===== config.mk =====
export PLATFORM = sky130hd
export DESIGN_NAME = rr_arbiter_8_flat
export DESIGN_NICKNAME = d
export VERILOG_FILES = /design/src/rtl/arb_pkg.sv /design/src/rtl/rr_arbiter_8_if.sv /design/src/rtl/prio_enc_8x3.sv /design/src/rtl/rr_arbiter_8.sv /design/src/flat_wrapper.sv
export SDC_FILE = /design/constraint.sdc
export NUM_CORES = 1
export LEC_CHECK = 0
export BUFFER_PORTS_ARGS = -buffer_cell sky130_fd_sc_hd__buf_4
export CAP_MARGIN = 20
export CORE_ASPECT_RATIO = 0.6
export CORE_MARGIN = 1
export CORE_UTILIZATION = 55
export CTS_CLUSTER_SIZE = 12
export DETAILED_ROUTE_END_ITERATION = 8
export MAX_ROUTING_LAYER = met4
export PLACE_DENSITY = 0.76
export SLEW_MARGIN = 20
export SYNTH_ARGS = -nofsm -noshare
export SYNTH_HDL_FRONTEND = slang
export SYNTH_SLANG_ARGS = --single-unit

===== constraint.sdc =====
create_clock -name clk -period 5.2 [get_ports clk]
set_clock_uncertainty 0.2 [all_clocks]
set_input_delay 1.04 -clock clk [delete_from_list [all_inputs] [get_ports clk]]
set_output_delay 1.04 -clock clk [all_outputs]
set_load 0.05 [all_outputs]

===== src/rtl/arb_pkg.sv =====
// Shared constants and types for the 8-way round-robin arbiter.
package arb_pkg;

  localparam int NREQ  = 8;
  localparam int IDX_W = 3;
  localparam int CNT_W = 8;

  typedef enum logic {
    IDLE  = 1'b0,
    GRANT = 1'b1
  } arb_state_t;

endpackage


===== src/rtl/rr_arbiter_8_if.sv =====
// Request/grant bundle between the requesters and the arbiter.
interface rr_arbiter_8_if;
  import arb_pkg::*;

  logic             en;
  logic [NREQ-1:0]  req;
  logic [NREQ-1:0]  gnt;
  logic [IDX_W-1:0] gnt_idx;
  logic             gnt_valid;

  // Requester side: drives requests, observes the grant.
  modport master (
    output en,
    output req,
    input  gnt,
    input  gnt_idx,
    input  gnt_valid
  );

  // Arbiter side: consumes requests, drives the grant.
  modport slave (
    input  en,
    input  req,
    output gnt,
    output gnt_idx,
    output gnt_valid
  );

endinterface


===== src/rtl/prio_enc_8x3.sv =====
// Rotating priority encoder: first set bit of vec searching from start upward, modulo 8.
module prio_enc_8x3
  import arb_pkg::*;
(
  input  logic [NREQ-1:0]  vec,
  input  logic [IDX_W-1:0] start,
  output logic [IDX_W-1:0] idx,
  output logic             found
);

  // Walk offsets from farthest to nearest so the nearest set bit wins.
  always_comb begin
    logic [IDX_W-1:0] pos;
    idx   = '0;
    found = 1'b0;
    pos   = '0;
    for (int k = NREQ - 1; k >= 0; k--) begin
      pos = start + IDX_W'(k);
      if (vec[pos]) begin
        idx   = pos;
        found = 1'b1;
      end
    end
  end

endmodule


===== src/rtl/rr_arbiter_8.sv =====
// 8-requester round-robin arbiter with registered one-hot grant and tenure limit.
module rr_arbiter_8
  import arb_pkg::*;
#(
  parameter int MAX_HOLD = 16
) (
  input  logic          clk,
  input  logic          rst_n,
  rr_arbiter_8_if.slave bus
);

  localparam logic [CNT_W-1:0] HOLD_LIM = CNT_W'(MAX_HOLD);
  localparam bit               LIMITED  = (MAX_HOLD != 0);

  arb_state_t       state,      nxt_state;
  logic [IDX_W-1:0] ptr,        nxt_ptr;
  logic [CNT_W-1:0] hold_cnt,   nxt_cnt;
  logic [IDX_W-1:0] gnt_idx_p0, nxt_idx;
  logic             vld_p0,     nxt_vld;
  logic [NREQ-1:0]  gnt_p0;

  logic [NREQ-1:0]  holder_mask;
  logic [NREQ-1:0]  req_masked;
  logic [IDX_W-1:0] next_start;
  logic [IDX_W-1:0] idx_norm, idx_mask;
  logic             found_norm, found_mask;
  logic             holder_req, expired;

  function automatic logic [CNT_W-1:0] sat_inc(input logic [CNT_W-1:0] c);
    return (&c) ? c : c + CNT_W'(1);
  endfunction

  assign holder_mask = NREQ'(1) << gnt_idx_p0;
  assign req_masked  = bus.req & ~holder_mask;
  assign next_start  = gnt_idx_p0 + IDX_W'(1);
  assign holder_req  = bus.req[gnt_idx_p0];
  assign expired     = LIMITED && (hold_cnt == HOLD_LIM);

  // Idle search honours the stored pointer.
  prio_enc_8x3 u_enc_norm (
    .vec   (bus.req),
    .start (ptr),
    .idx   (idx_norm),
    .found (found_norm)
  );

  // Handover search starts just past the holder and excludes it.
  prio_enc_8x3 u_enc_mask (
    .vec   (req_masked),
    .start (next_start),
    .idx   (idx_mask),
    .found (found_mask)
  );

  // Next-state: grant from idle, extend tenure, release or time out.
  always_comb begin
    nxt_state = state;
    nxt_ptr   = ptr;
    nxt_cnt   = hold_cnt;
    nxt_idx   = gnt_idx_p0;
    nxt_vld   = vld_p0;
    case (state)
      IDLE: begin
        if (bus.en && found_norm) begin
          nxt_state = GRANT;
          nxt_idx   = idx_norm;
          nxt_vld   = 1'b1;
          nxt_cnt   = CNT_W'(1);
        end
      end
      GRANT: begin
        if (!holder_req) begin
          nxt_ptr = next_start;
          if (bus.en && found_mask) begin
            nxt_idx = idx_mask;
            nxt_cnt = CNT_W'(1);
          end else begin
            nxt_state = IDLE;
            nxt_idx   = '0;
            nxt_vld   = 1'b0;
            nxt_cnt   = '0;
          end
        end else if (expired) begin
          // Lone holder (or en low) is simply re-granted with a fresh tenure.
          nxt_ptr = next_start;
          nxt_cnt = CNT_W'(1);
          if (bus.en && found_mask) begin
            nxt_idx = idx_mask;
          end
        end else begin
          nxt_cnt = sat_inc(hold_cnt);
        end
      end
      default: begin
        nxt_state = IDLE;
        nxt_idx   = '0;
        nxt_vld   = 1'b0;
        nxt_cnt   = '0;
      end
    endcase
  end

  // State, pointer, tenure counter and registered grant outputs.
  always_ff @(posedge clk or negedge rst_n) begin
    if (!rst_n) begin
      state      <= IDLE;
      ptr        <= '0;
      hold_cnt   <= '0;
      gnt_idx_p0 <= '0;
      vld_p0     <= 1'b0;
      gnt_p0     <= '0;
    end else begin
      state      <= nxt_state;
      ptr        <= nxt_ptr;
      hold_cnt   <= nxt_cnt;
      gnt_idx_p0 <= nxt_idx;
      vld_p0     <= nxt_vld;
      gnt_p0     <= nxt_vld ? (NREQ'(1) << nxt_idx) : '0;
    end
  end

  assign bus.gnt       = gnt_p0;
  assign bus.gnt_idx   = gnt_idx_p0;
  assign bus.gnt_valid = vld_p0;

endmodule


===== src/flat_wrapper.sv =====
// flat-port wrapper written by rule: the top's interface ports become plain ports
module rr_arbiter_8_flat import arb_pkg::*;
#(
  parameter int MAX_HOLD = 16
)
  (clk, rst_n, bus_en, bus_req, bus_gnt, bus_gnt_idx, bus_gnt_valid);
  rr_arbiter_8_if bus_i ();
  input  logic clk;
  input  logic rst_n;
  input wire logic [$bits(bus_i.en)-1:0] bus_en;
  input wire logic [$bits(bus_i.req)-1:0] bus_req;
  output wire logic [$bits(bus_i.gnt)-1:0] bus_gnt;
  output wire logic [$bits(bus_i.gnt_idx)-1:0] bus_gnt_idx;
  output wire logic [$bits(bus_i.gnt_valid)-1:0] bus_gnt_valid;
  assign bus_i.en = bus_en;
  assign bus_i.req = bus_req;
  assign bus_gnt = bus_i.gnt;
  assign bus_gnt_idx = bus_i.gnt_idx;
  assign bus_gnt_valid = bus_i.gnt_valid;
  rr_arbiter_8 #(.MAX_HOLD(MAX_HOLD)) u_core (.clk(clk), .rst_n(rst_n), .bus(bus_i));
endmodule

Yosys cells after proc, flatten, opt, wreduce, memory -nomap -nowiden

Index checks and enable logic that the tools add are counted.

Register bits after elaboration: 24
Bits of input ports: 11
Word-level logic and storage cells: 142

Add/subtract/negate cells: 16
Magnitude comparators: 17
Equality and inequality tests: 4
Shift operators: 2
Muxes and demuxes: 89
Bitwise operators: 3
Reductions and logical operators: 5

Operators by type and width:

| cell                | count |
|---|---|
| $mux 3              | 23 |
| $lt 3x4->1 const B  | 17 |
| $bmux 1 s3          | 17 |
| $mux 1              | 40 |
| $mux 8              | 5 |
| $add 3x3->3 const B | 8 |
| $pmux 8 s2          | 1 |
| $shl 1x3->8 const A | 2 |
| $add 3x2->3 const B | 4 |
| $add 3x1->3 const B | 3 |
| $add 8x1->8 const B | 1 |
| $and 8x8->8         | 1 |
| $eq 8x5->1 const B  | 1 |
| $not 8->8           | 1 |
| $reduce_and 8->1    | 1 |
| $pmux 3 s2          | 1 |
| $ne 4x4->1 const B  | 1 |
| $pmux 1 s2          | 2 |
| $reduce_and 2->1    | 2 |
| $logic_and 1x1->1   | 2 |
| $ne 2x1->1 const B  | 1 |
| $ne 2x2->1 const B  | 1 |
| $not 1->1           | 1 |

Logic depth before layout (Yosys ltp)

Gate-level depths: netlist of run 1.

Word-level depth: 20
Mapped depth: 14

By module

A second synthesis of run 1 with hierarchy kept.

Cells, all modules: 323
Area, all modules: 3035.4 sq um

By module, submodules not included:

| module       | instances | cells an instance | area an instance (sq um) |
|---|---|---|---|
| prio_enc_8x3 | 2         | 90                | 782.0 |
| rr_arbiter_8 | 1         | 143               | 1471.4 |

Worst setup path after synthesis of run 1

OpenSTA, ideal clock, no wires.

Kind: register -> register
Start point: register u_core.gnt_idx_p0[1] (netlist: u_core.bus.gnt_idx[1])
End point: register u_core.gnt_p0[2] (netlist: u_core.bus.gnt[2])
Library setup time: 75 ps
Data arrival time: 3642 ps
Setup slack: 1283 ps
Cell stages (with the launch flop): 12
Buffers on the path: 2
Path through: dfrtp_1 buf_2 inv_1 ha_1 buf_2 xnor2_2 mux4_2 mux2_2 o311ai_1 a222oi_1 o2111ai_1 nor2_1

Elaborated cells on any way between the ends: 57

RTL lines:

| item                         | RTL line                               | RTL |
|---|---|---|
| from (decl)                  | rr_arbiter_8.sv:18                     | `logic [IDX_W-1:0] gnt_idx_p0, nxt_idx;` |
| from (signal assigned)       | rr_arbiter_8.sv:116                    | `gnt_idx_p0 <= nxt_idx;` |
| $add 3x1->3 (*)              | rr_arbiter_8.sv:35                     | `assign next_start = gnt_idx_p0 + IDX_W'(1);` |
| via u_core.next_start[1]     | rr_arbiter_8.sv:24                     | `logic [IDX_W-1:0] next_start;` |
| $add 3x3->3                  | prio_enc_8x3.sv:18                     | `pos = start + IDX_W'(k);` |
| $bmux 1 s3                   | prio_enc_8x3.sv:19                     | `if (vec[pos]) begin` |
| $mux 1 (not written as such) | prio_enc_8x3.sv:19                     |  |
| $mux 1 (8 in series)         | prio_enc_8x3.sv:19                     |  |
| $logic_and 1x1->1            | rr_arbiter_8.sv:74, rr_arbiter_8.sv:87 |  |
| $mux 3                       | rr_arbiter_8.sv:87                     | `if (bus.en && found_mask) begin` |
| $mux 3                       | rr_arbiter_8.sv:83                     | `end else if (expired) begin` |
| $mux 3 (*)                   | rr_arbiter_8.sv:72                     | `if (!holder_req) begin` |
| $pmux 3 s2 (*)               | rr_arbiter_8.sv:62                     | `case (state)` |
| via u_core.nxt_idx[1]        | rr_arbiter_8.sv:18                     |  |
| $shl 1x3->8 (*)              | rr_arbiter_8.sv:118                    | `gnt_p0 <= nxt_vld ? (NREQ'(1) << nxt_idx) : '0;` |
| $mux 8 (*)                   | rr_arbiter_8.sv:118                    |  |
| to (signal assigned)         | rr_arbiter_8.sv:118                    |  |
| to (decl)                    | rr_arbiter_8.sv:20                     | `logic [NREQ-1:0] gnt_p0;` |

The timed path passes the listed nets; every way through them passes the cells marked *. The select of a mux whose other input is x is not followed.
A chain may end at the register's enable or synchronous reset.

Worst setup path after layout of run 1

Start point: register u_core.gnt_idx_p0[1] (netlist: u_core.bus.gnt_idx[1])
End point: register u_core.gnt_p0[2] (netlist: u_core.bus.gnt[2])

Word-level cells in the longest chain between the ends: 20
Elaborated cells on any way between the ends: 57

RTL lines:

| item                                                 | RTL line |
|---|---|
| branches (longest 17 deep; another with $add 3x1->3) | n/a |
| $pmux 3 s2 (*)                                       | rr_arbiter_8.sv:62 |
| via u_core.nxt_idx[1]                                | rr_arbiter_8.sv:18 |
| $shl 1x3->8 (*)                                      | rr_arbiter_8.sv:118 |
| $mux 8 (*)                                           | rr_arbiter_8.sv:118 |

Mark *: on every way through the listed nets, which the timed path passes. The select of a mux whose other input is x is not followed.

==> qor.log, run 1 <==
[outcome] outcome finished, final reports clean
[clock_network] number of H-tree levels 1
[detailed_routing] sum of routed wire length over all layers 9000 um
[clock_network] clk root buf sky130_fd_sc_hd__clkbuf_8
[critical_path] maximum fanout along the worst path 25
[floorplan] core area 5620 um2
[clock_network] buffers inserted during post-CTS setup optimization 0
[floorplan] Top Ports 23
[grt] wire length of the first global-routing pass 14300 um
[floorplan] number of rows in the core area 21
[grt] antenna violations before repair 0
[clock_network] number of hold-repair buffers added at the cts stage 0
[placed_design] placer congestion estimate 0.955
[timing] final number of hold-violating endpoints 0
[critical_path] worst setup path class flip-flop to flip-flop
[timing] fmax 225 MHz
[final_layout] commonest cells after routing, fill and taps aside sky130_fd_sc_hd__o21ai_0, sky130_fd_sc_hd__nand2_1, sky130_fd_sc_hd__nor2_1, sky130_fd_sc_hd__buf_4, sky130_fd_sc_hd__dfrtp_1
[timing] setup repair after global routing missed its margin false
[final_layout] post-route standard cell area excluding fillers 3470 um2
[timing] final period utilization 0.854
[worst_hold_path] worst hold-check path type flip-flop to flip-flop
[critical_path] data arrival time at the worst-slack endpoint 4440 ps
[clock_network] CTS tree yes
[floorplan] die span in y 61.5 um
[detailed_routing] detailed-route DRC error count 0
[synth] Warnings, synthesis 0
[timing] count of pins over their slew limit 0
[synth] sequential fraction of the synthesis area 0.185
[critical_path] Crit-path slowest cell sky130_fd_sc_hd__ha_1
[synth] synthesized area 3240 um2
[detailed_routing] final antenna-violating net count 0
[critical_path] critical path cell sequence ha_1 > ha_1 > xor2_1 > mux4_2 > mux2_2 > o311ai_1 > a222oi_1 > o2111ai_1 > nor2_1
[placed_design] detailed-placement wirelength estimate 6680 um
[timing] final-layout worst hold slack 339 ps
[critical_path] delay of the slowest cell on the worst path 840 ps
[final_layout] post-synthesis to final-layout area growth 7.22%
[placed_design] total cell area at the placement stage 3400 um2
[clock_network] clock latency reported for the late side of the worst-skew pair 270 ps
[timing] accumulated negative setup slack 0 ps
[synth] distinct cell type count of the synthesized netlist 65
[synth] post-synthesis instance total 382
[synth] most area-consuming cells after synthesis sky130_fd_sc_hd__dfrtp_1, sky130_fd_sc_hd__mux4_2, sky130_fd_sc_hd__o21ai_0
[clock_network] number of buffers created by CTS 3
[synth] share of synthesized flip-flops with an asynchronous set or reset 1.00
[synth] largest area contributor in the synthesized netlist sky130_fd_sc_hd__dfrtp_1
[timing] Worst Tran Pin Value 887 ps
[final_layout] share of the core filled with cells in the final layout 0.618
[grt] via count of the first global-routing pass 2710
[detailed_routing] post-DR wirelength/cell 19.3 um
[clock_network] CTS max path bufs 2
[synth] number of nets in the synthesized netlist 405
[grt] GR Overflow Total 0
[timing] final setup fails 0
[synth] mean instance size in the synthesized netlist 8.48 um2
[detailed_routing] number of detailed-routing iterations run before antenna repair 5
[critical_path] required time of the critical path 5190 ps
[critical_path] library cell appearing most often on the critical path sky130_fd_sc_hd__ha_1
[critical_path] launching element type of the critical path flip-flop
[critical_path] type of element capturing the critical path flip-flop
[detailed_routing] via count 3273
[clock_network] post-cts sizing count 0
[final_layout] number of nets in the final layout 409
[timing] Relative slew margins 0.403
[clock_network] Sinks on Clock Net 24
[synth] Primary FF master, synth sky130_fd_sc_hd__dfrtp_1
[final_layout] count of fill cells added during filler insertion 504
[synth] number of synthesized register bits 24
[grt] global routing usage summed across all routing layers 0.308
[clock_network] clock transition at the registers of the reported paths 90 ps
[final_layout] number of diodes 0
[final_layout] leading cell type in the layout, fill and taps excluded sky130_fd_sc_hd__o21ai_0
[floorplan] width of the die 101 um
[synth] proportion of netlist area held by the largest area contributor 0.185
[floorplan] area enclosed by the die boundary 6210 um2
[grt] largest net degree at the start of global routing 28
[synth] EDFF count, synth 0
[worst_hold_path] number of instances on the worst hold path 1
[timing] Final min period 4440 ps
[detailed_routing] number of DRC markers after the initial detailed-route iteration 451
[run] max-cap viol count 0
[critical_path] Reg2Reg Depth 9
[detailed_routing] average vias per placed instance 7.04
[final_layout] fraction of layout instances using a drive strength above 1 0.171
[placed_design] count of input and output buffers 22
[floorplan] initial core utilization 0.576
-- metrics by stage --
stage | worst slack (ps) | cells
global placement | 1070 | 461
finish | 757 | 465
CTS | 843 | 465
floorplan | 1280 | 382
detailed placement | 876 | 461
global route | 453 | 465
-- worst max-delay path, delay by kind of cell, from the launching register on --
family / cells / cell delay, ps
AO/OA/AOI/OAI: 3 / 1190
XOR/XNOR: 1 / 440
adder cells (fa/ha/maj): 2 / 1140
flip-flops: 1 / 570
multiplexers: 2 / 670
AND/OR/NAND/NOR: 1 / 150
-- layer usage --
layer | share of wire | track usage
met1 | 0.48 | 0.472
met2 | 0.41 | 0.425
met3 | 0.10 | 0.0465
met4 | 0.0086 | 0.0559
met5 | 0 | -
-- cells in the mapped netlist, types with 9 or more instances --
master,number
sky130_fd_sc_hd__dfrtp_1,24
sky130_fd_sc_hd__mux2_2,9
sky130_fd_sc_hd__and3_1,9
sky130_fd_sc_hd__mux2i_1,15
sky130_fd_sc_hd__mux4_2,14
sky130_fd_sc_hd__o21ai_0,36
sky130_fd_sc_hd__inv_1,16
sky130_fd_sc_hd__o211ai_1,14
sky130_fd_sc_hd__clkbuf_1,16
sky130_fd_sc_hd__nor4_1,9
sky130_fd_sc_hd__nand2_1,29
sky130_fd_sc_hd__nor2_1,26
sky130_fd_sc_hd__nand2b_1,9
sky130_fd_sc_hd__ha_1,12
sky130_fd_sc_hd__a21oi_1,20
-- flip-flops by register name (all words and copies together) (netlist names) --
register              flops
u_core.bus.gnt_idx        3
u_core.state              1
u_core.ptr                3
u_core.hold_cnt           8
u_core.bus.gnt_valid      1
u_core.bus.gnt            8
-- final timing paths --
kind / slack [ps] / end / start
min in group asynchronous: 450 / u_core.ptr[0] / rst_n
worst min register to register: 340 / u_core.hold_cnt[4] / u_core.hold_cnt[4]
max in group asynchronous: 4110 / u_core.hold_cnt[4] / rst_n
worst max register to register: 760 / u_core.bus.gnt[2] / u_core.bus.gnt_idx[1]
worst min-delay path: 340 / u_core.hold_cnt[4] / u_core.hold_cnt[4]
worst max-delay path: 760 / u_core.bus.gnt[2] / u_core.bus.gnt_idx[1]
-- kinds of logic after synthesis --
family,share of synthesized area
AOI/OAI and AO/OA,0.268
and+or+nand+nor,0.191
buffers and inverters,0.0653
muxes,0.224
DFF,0.185
adders and majority gates,0.0463
xor gates and xnor gates,0.0212
-- final cells by class --
class	count	area, um2	share of cell area
clock buffer	3	41.3	0.0119
clock inverter	1	30.0	0.00864
timing repair buffer	26	195	0.0562
inverter	21	78.8	0.0227
multi-input combinational	310	2430	0.699
tap	80	100	0.0288
sequential	24	601	0.173
Power of run 1 is not shown: default switching activity piles up to over one toggle a cycle in this logic, so the estimate is an artifact.
==> inputs of run 2 (changes only) <==
--- a/config.mk
+++ b/config.mk
@@ -9,11 +9,11 @@
 export CAP_MARGIN = 20
 export CORE_ASPECT_RATIO = 0.6
 export CORE_MARGIN = 1
-export CORE_UTILIZATION = 55
+export CORE_UTILIZATION = 48
 export CTS_CLUSTER_SIZE = 12
 export DETAILED_ROUTE_END_ITERATION = 8
 export MAX_ROUTING_LAYER = met4
-export PLACE_DENSITY = 0.76
+export PLACE_DENSITY = 0.68
 export SLEW_MARGIN = 20
 export SYNTH_ARGS = -nofsm -noshare
 export SYNTH_HDL_FRONTEND = slang
==> run 2 against run 1 <==
Register-to-register slack improved by 20 ps. First-iteration DRC count is 27% lower. Critical path depth rose by 1. Global-route usage shrank 1.8 points. Final area rose by 0.14%. Flip-flop and latch count did not move. Cell count up 0.86%. Highest routed layer unchanged. Via count shrank 1.3%. Largest cell class unchanged.
==> qor.log, run 2 (same netlist as run 1, synthesis figures left out) <==
[detailed_routing] detailed-route DRC error count 0
[critical_path] worst setup path class flip-flop to flip-flop
[clock_network] Sinks on Clock Net 24
[clock_network] buffers inserted during post-CTS setup optimization 0
[critical_path] maximum fanout along the worst path 19
[detailed_routing] post-DR wirelength/cell 19.4 um
[final_layout] fraction of layout instances using a drive strength above 1 0.171
[final_layout] number of diodes 0
[floorplan] width of the die 108 um
[timing] Relative slew margins 0.464
[timing] setup repair after global routing missed its margin false
[detailed_routing] sum of routed wire length over all layers 9090 um
[outcome] outcome finished, final reports clean
[timing] fmax 226 MHz
[final_layout] commonest cells after routing, fill and taps aside sky130_fd_sc_hd__o21ai_0, sky130_fd_sc_hd__nand2_1, sky130_fd_sc_hd__nor2_1, sky130_fd_sc_hd__buf_4, sky130_fd_sc_hd__dfrtp_1
[clock_network] number of buffers created by CTS 3
[grt] GR Overflow Total 0
[critical_path] required time of the critical path 5210 ps
[timing] Final min period 4420 ps
[clock_network] CTS max path bufs 2
[timing] accumulated negative setup slack 0 ps
[floorplan] initial core utilization 0.514
[grt] wire length of the first global-routing pass 15600 um
[clock_network] clk root buf sky130_fd_sc_hd__clkbuf_8
[placed_design] placer congestion estimate 0.987
[critical_path] delay of the slowest cell on the worst path 700 ps
[clock_network] number of H-tree levels 1
[clock_network] post-cts sizing count 0
[timing] Worst Tran Pin Value 805 ps
[floorplan] area enclosed by the die boundary 7090 um2
[timing] final number of hold-violating endpoints 0
[critical_path] Crit-path slowest cell sky130_fd_sc_hd__dfrtp_1
[run] max-cap viol count 0
[detailed_routing] via count 3231
[detailed_routing] number of DRC markers after the initial detailed-route iteration 327
[critical_path] Worst setup startpoint u_core.bus.gnt_idx[0]
[floorplan] die span in y 65.6 um
[clock_network] number of hold-repair buffers added at the cts stage 0
[critical_path] data arrival time at the worst-slack endpoint 4430 ps
[critical_path] capturing element of the worst setup path u_core.bus.gnt[0]
[clock_network] clock transition at the registers of the reported paths 90 ps
[critical_path] Reg2Reg Launch Point u_core.bus.gnt_idx[0]
[final_layout] post-synthesis to final-layout area growth 7.37%
[timing] final period utilization 0.850
[final_layout] leading cell type in the layout, fill and taps excluded sky130_fd_sc_hd__o21ai_0
[grt] global routing usage summed across all routing layers 0.290
[clock_network] clock latency reported for the late side of the worst-skew pair 270 ps
[clock_network] CTS tree yes
[critical_path] launching element type of the critical path flip-flop
[grt] antenna violations before repair 0
[timing] final setup fails 0
[critical_path] type of element capturing the critical path flip-flop
[critical_path] worst-case register-to-register setup slack 780 ps
[placed_design] detailed-placement wirelength estimate 6910 um
[grt] largest net degree at the start of global routing 26
[critical_path] category of cells accounting for the largest share of critical-path delay multiplexers
[timing] count of pins over their slew limit 0
[detailed_routing] number of detailed-routing iterations run before antenna repair 5
[final_layout] number of nets in the final layout 409
[worst_hold_path] worst hold-check path type flip-flop to flip-flop
[critical_path] Reg2Reg Depth 10
[detailed_routing] average vias per placed instance 6.89
[floorplan] Top Ports 23
[detailed_routing] final antenna-violating net count 0
[critical_path] critical path depth 10
[grt] via count of the first global-routing pass 2902
[floorplan] core area 6300 um2
[critical_path] worst flop-to-flop path endpoint u_core.bus.gnt[0]
[placed_design] count of input and output buffers 22
[floorplan] number of rows in the core area 22
[critical_path] critical path cell sequence inv_2 > ha_1 > xnor2_2 > mux4_2 > mux2_2 > o311ai_1 > a222oi_1 > buf_4 > or3b_1 > nor2_1
[critical_path] sum of buffers and inverters on the critical path 2
==> run 2: worst min-delay path by stage <==
| stage | cells after the start | start | end |
|---|---|---|---|
| floorplan | 1 | u_core.hold_cnt[4] | u_core.hold_cnt[4] |
| global placement | 1 | u_core.hold_cnt[4] | u_core.hold_cnt[4] |
| detailed placement | 1 | u_core.hold_cnt[4] | u_core.hold_cnt[4] |
| CTS | 1 | u_core.hold_cnt[4] | u_core.hold_cnt[4] |
| global route | 1 | u_core.hold_cnt[4] | u_core.hold_cnt[4] |
| finish | 1 | u_core.hold_cnt[4] | u_core.hold_cnt[4] |
==> run 2: cell type report <==
| type | count | area [um2] |
|---|---|---|
| inverter | 21 | 78.8 |
| tap | 84 | 105 |
| fill | 595 | 2820 |
| clock buffer | 3 | 41.3 |
| clock inverter | 1 | 30.0 |
| timing repair buffer | 26 | 195 |
| sequential | 24 | 601 |
| multi-input combinational | 310 | 2430 |
==> run 2: per-layer routing <==
metal  vias up  wire length [um]  track usage
met1      1543              4420        0.456
li1       1471                 -            -
met5         -                 0            -
met2       209              3490        0.378
met4         0                61       0.0377
met3         8              1130       0.0615
==> run 2: per-stage QoR <==
stage / setup slack, ps / util / std cells / hold WS (ps) / area, um2
after floorplan: 1280 / - / 382 / 277 / 3240
after detailed placement: 922 / 0.541 / 465 / 314 / 3410
after global placement: 996 / 0.541 / 465 / 306 / 3410
final: 781 / 0.552 / 469 / 326 / 3480
after global routing: 568 / 0.552 / 469 / 348 / 3480
after CTS: 879 / 0.552 / 469 / 326 / 3480
Power of run 2 is left out for the same reason.
==> inputs of run 3 (changes only) <==
--- a/config.mk
+++ b/config.mk
@@ -5,6 +5,7 @@
 export SDC_FILE = /design/constraint.sdc
 export NUM_CORES = 1
 export LEC_CHECK = 0
+export ABC_AREA = 1
 export BUFFER_PORTS_ARGS = -buffer_cell sky130_fd_sc_hd__buf_4
 export CAP_MARGIN = 20
 export CORE_ASPECT_RATIO = 0.6
@@ -13,7 +14,7 @@
 export CTS_CLUSTER_SIZE = 12
 export DETAILED_ROUTE_END_ITERATION = 8
 export MAX_ROUTING_LAYER = met4
-export PLACE_DENSITY = 0.68
+export PLACE_DENSITY = 0.71
 export SLEW_MARGIN = 20
 export SYNTH_ARGS = -nofsm -noshare
 export SYNTH_HDL_FRONTEND = slang
==> constraint.sdc (replaced) <==
create_clock -name clk -period 3.9 [get_ports clk]
set_clock_uncertainty 0.2 [all_clocks]
set_input_delay 0.78 -clock clk [delete_from_list [all_inputs] [get_ports clk]]
set_output_delay 0.78 -clock clk [all_outputs]
set_load 0.05 [all_outputs]
==> run 3 against run 2 <==
Cell count is 15% higher. Critical path depth increased by 9. Flip-flop and latch count stayed put. Highest routed layer unchanged. Die area is 14% lower. Synthesized area shrank 15%. First-iteration DRC count is 36% lower. Worst hold slack got worse by 130 ps. Core utilization increased by 2.2 points. Wire length decreased by 21%. Critical path type unchanged.
==> qor.log, run 3 <==
[outcome] outcome finished, final reports clean
[clock_network] CTS max path bufs 2
[synth] Primary FF master, synth sky130_fd_sc_hd__dfrtp_1
[synth] most area-consuming cells after synthesis sky130_fd_sc_hd__dfrtp_1, sky130_fd_sc_hd__nand2_1, sky130_fd_sc_hd__nand3_1
[grt] largest net degree at the start of global routing 25
[synth] synthesized area 2760 um2
[synth] post-synthesis instance total 440
[synth] sequential fraction of the synthesis area 0.217
[synth] number of synthesized register bits 24
[grt] antenna violations before repair 0
[run] max-cap viol count 0
[placed_design] placer congestion estimate 0.959
[floorplan] die span in y 60.8 um
[final_layout] commonest cells after routing, fill and taps aside sky130_fd_sc_hd__nand2_1, sky130_fd_sc_hd__nand3_1, sky130_fd_sc_hd__inv_1
[synth] distinct cell type count of the synthesized netlist 40
[floorplan] core area 5310 um2
[grt] via count of the first global-routing pass 2466
[final_layout] count of fill cells added during filler insertion 522
[detailed_routing] post-DR wirelength/cell 13.3 um
[clock_network] number of buffers created by CTS 3
[placed_design] total cell area at the placement stage 2970 um2
[final_layout] sequential cell area in the final layout 601 um2
[synth] number of nets in the synthesized netlist 463
[clock_network] clock latency reported for the late side of the worst-skew pair 270 ps
[synth] EDFF count, synth 0
[timing] final setup fails 0
[detailed_routing] final antenna-violating net count 0
[grt] wire length of the first global-routing pass 12000 um
[final_layout] post-synthesis to final-layout area growth 10.1%
[clock_network] number of H-tree levels 1
[placed_design] count of input and output buffers 22
[timing] Worst Tran Pin Value 476 ps
[clock_network] buffers inserted during post-CTS setup optimization 0
[timing] final number of hold-violating endpoints 0
[detailed_routing] detailed-route DRC error count 0
[floorplan] number of rows in the core area 20
[critical_path] maximum fanout along the worst path 7
[timing] accumulated negative setup slack 0 ps
[worst_hold_path] worst hold-check path type input pin to asynchronous set/reset pin
[floorplan] area enclosed by the die boundary 6070 um2
[critical_path] worst flop-to-flop path endpoint u_core.bus.gnt[6]
[critical_path] type of element capturing the critical path flip-flop
[grt] global routing usage summed across all routing layers 0.265
[synth] share of synthesized flip-flops with an asynchronous set or reset 1.00
[clock_network] CTS tree yes
[critical_path] Reg2Reg Depth 19
[timing] final period utilization 0.849
[clock_network] post-cts sizing count 0
[final_layout] Multi-input gate area 1810 um2
[timing] Relative slew margins 0.679
[critical_path] Reg2Reg Launch Point u_core.bus.gnt_idx[2]
[final_layout] fraction of layout instances using a drive strength above 1 0.203
[clock_network] number of hold-repair buffers added at the cts stage 0
[critical_path] worst-case register-to-register setup slack 590 ps
[timing] fmax 302 MHz
[clock_network] clk root buf sky130_fd_sc_hd__clkbuf_8
[synth] leading cell type by number of instances after synthesis sky130_fd_sc_hd__nand2_1
[clock_network] Sinks on Clock Net 24
[synth] largest area contributor in the synthesized netlist sky130_fd_sc_hd__dfrtp_1
[synth] list of most frequent post-synthesis cells sky130_fd_sc_hd__nand2_1, sky130_fd_sc_hd__nand3_1, sky130_fd_sc_hd__inv_1, sky130_fd_sc_hd__nor2_1
[final_layout] number of diodes 0
[timing] Final min period 3310 ps
[detailed_routing] number of DRC markers after the initial detailed-route iteration 208
[clock_network] clock transition at the registers of the reported paths 90 ps
[detailed_routing] sum of routed wire length over all layers 7180 um
[timing] final-layout worst hold slack 193 ps
[synth] Warnings, synthesis 0
[final_layout] post-route standard cell area excluding fillers 3040 um2
[detailed_routing] via count 2768
[critical_path] launching element type of the critical path flip-flop
[placed_design] detailed-placement wirelength estimate 5850 um
[final_layout] number of nets in the final layout 487
[detailed_routing] average vias per placed instance 5.13
[timing] setup repair after global routing missed its margin false
[final_layout] leading cell type in the layout, fill and taps excluded sky130_fd_sc_hd__nand2_1
[grt] GR Overflow Total 0
[detailed_routing] number of detailed-routing iterations run before antenna repair 5
[synth] proportion of netlist area held by the largest area contributor 0.217
[timing] count of pins over their slew limit 0
[critical_path] required time of the critical path 3900 ps
[floorplan] width of the die 99.9 um
[synth] mean instance size in the synthesized netlist 6.28 um2
[floorplan] Top Ports 23
[critical_path] worst setup path class flip-flop to flip-flop
[floorplan] initial core utilization 0.521
[critical_path] data arrival time at the worst-slack endpoint 3310 ps
## run 3: changes by cell type in the layout (fill, tap and decap cells not counted), sizes merged, moves of 7 or more
cell | before | now
nand2 | 29 | 153
a211oi | 8 | 0
o21ai | 39 | 27
nand3 | 6 | 67
a221oi | 7 | 0
o211ai | 14 | 5
inv | 19 | 65
mux2i | 16 | 0
mux2 | 11 | 0
nor4 | 9 | 1
nand2b | 9 | 0
and3 | 9 | 0
mux4 | 18 | 0
## run 3: kinds of logic after synthesis
logic type      Yosys count  synth area share
compound gates           53             0.115
xor+xnor                  6            0.0217
fa+ha+maj                12            0.0543
buf+inv                  75             0.129
flops                    24             0.217
simple gates            270             0.463
## run 3: cell type report
class / instances / area share
multi-input combinational: 341 / 0.594
sequential: 24 / 0.197
clock inverter: 1 / 0.00987
timing repair buffer: 28 / 0.0691
tap: 77 / 0.0317
inverter: 66 / 0.0847
clock buffer: 3 / 0.0136
## run 3: critical path, stage by stage, from the launching register on
cell	delay, ps
sky130_fd_sc_hd__dfrtp_1	500
sky130_fd_sc_hd__inv_1	220
sky130_fd_sc_hd__ha_1	460
sky130_fd_sc_hd__xnor2_1	420
sky130_fd_sc_hd__inv_1	110
sky130_fd_sc_hd__nand3_1	130
sky130_fd_sc_hd__nand2_2	90
sky130_fd_sc_hd__inv_2	80
sky130_fd_sc_hd__nand2_2	50
sky130_fd_sc_hd__nor2_2	80
sky130_fd_sc_hd__nand2_2	70
sky130_fd_sc_hd__nand3_2	90
sky130_fd_sc_hd__nand2_2	80
sky130_fd_sc_hd__nand2_1	70
sky130_fd_sc_hd__nand2_1	50
sky130_fd_sc_hd__nand3_1	80
sky130_fd_sc_hd__nand2_1	70
sky130_fd_sc_hd__nand2_2	130
sky130_fd_sc_hd__nand3_1	130
sky130_fd_sc_hd__nor2_1	130
## run 3: per-stage QoR
step | worst slack (ps) | std cells | utilization
after floorplan | 701 | 440 | -
after global placement | 689 | 536 | 0.560
after detailed placement | 687 | 536 | 0.560
after CTS | 636 | 540 | 0.574
after global routing | 287 | 540 | 0.574
final | 590 | 540 | 0.574
## run 3: how the worst max path moves through the flow
stage	startpoint	endpoint	slack, ps	cells after the start
after floorplan	u_core.bus.gnt_idx[0]	u_core.bus.gnt[0]	700	23
after global placement	u_core.bus.gnt_idx[1]	u_core.bus.gnt[6]	690	20
after detailed placement	u_core.bus.gnt_idx[1]	u_core.bus.gnt[6]	690	20
after CTS	u_core.bus.gnt_idx[1]	u_core.bus.gnt[6]	640	20
after global routing	u_core.bus.gnt_idx[1]	u_core.bus.gnt[6]	290	20
final	u_core.bus.gnt_idx[2]	u_core.bus.gnt[6]	590	19
## run 3: metal layers
metal,up-vias,part of all wire,track usage
met5,-,0,-
met4,0,0.0019,0.0189
met3,2,0.079,0.0611
met2,87,0.35,0.355
met1,1226,0.57,0.407
li1,1453,-,-
Power of run 3 is left out for the same reason.
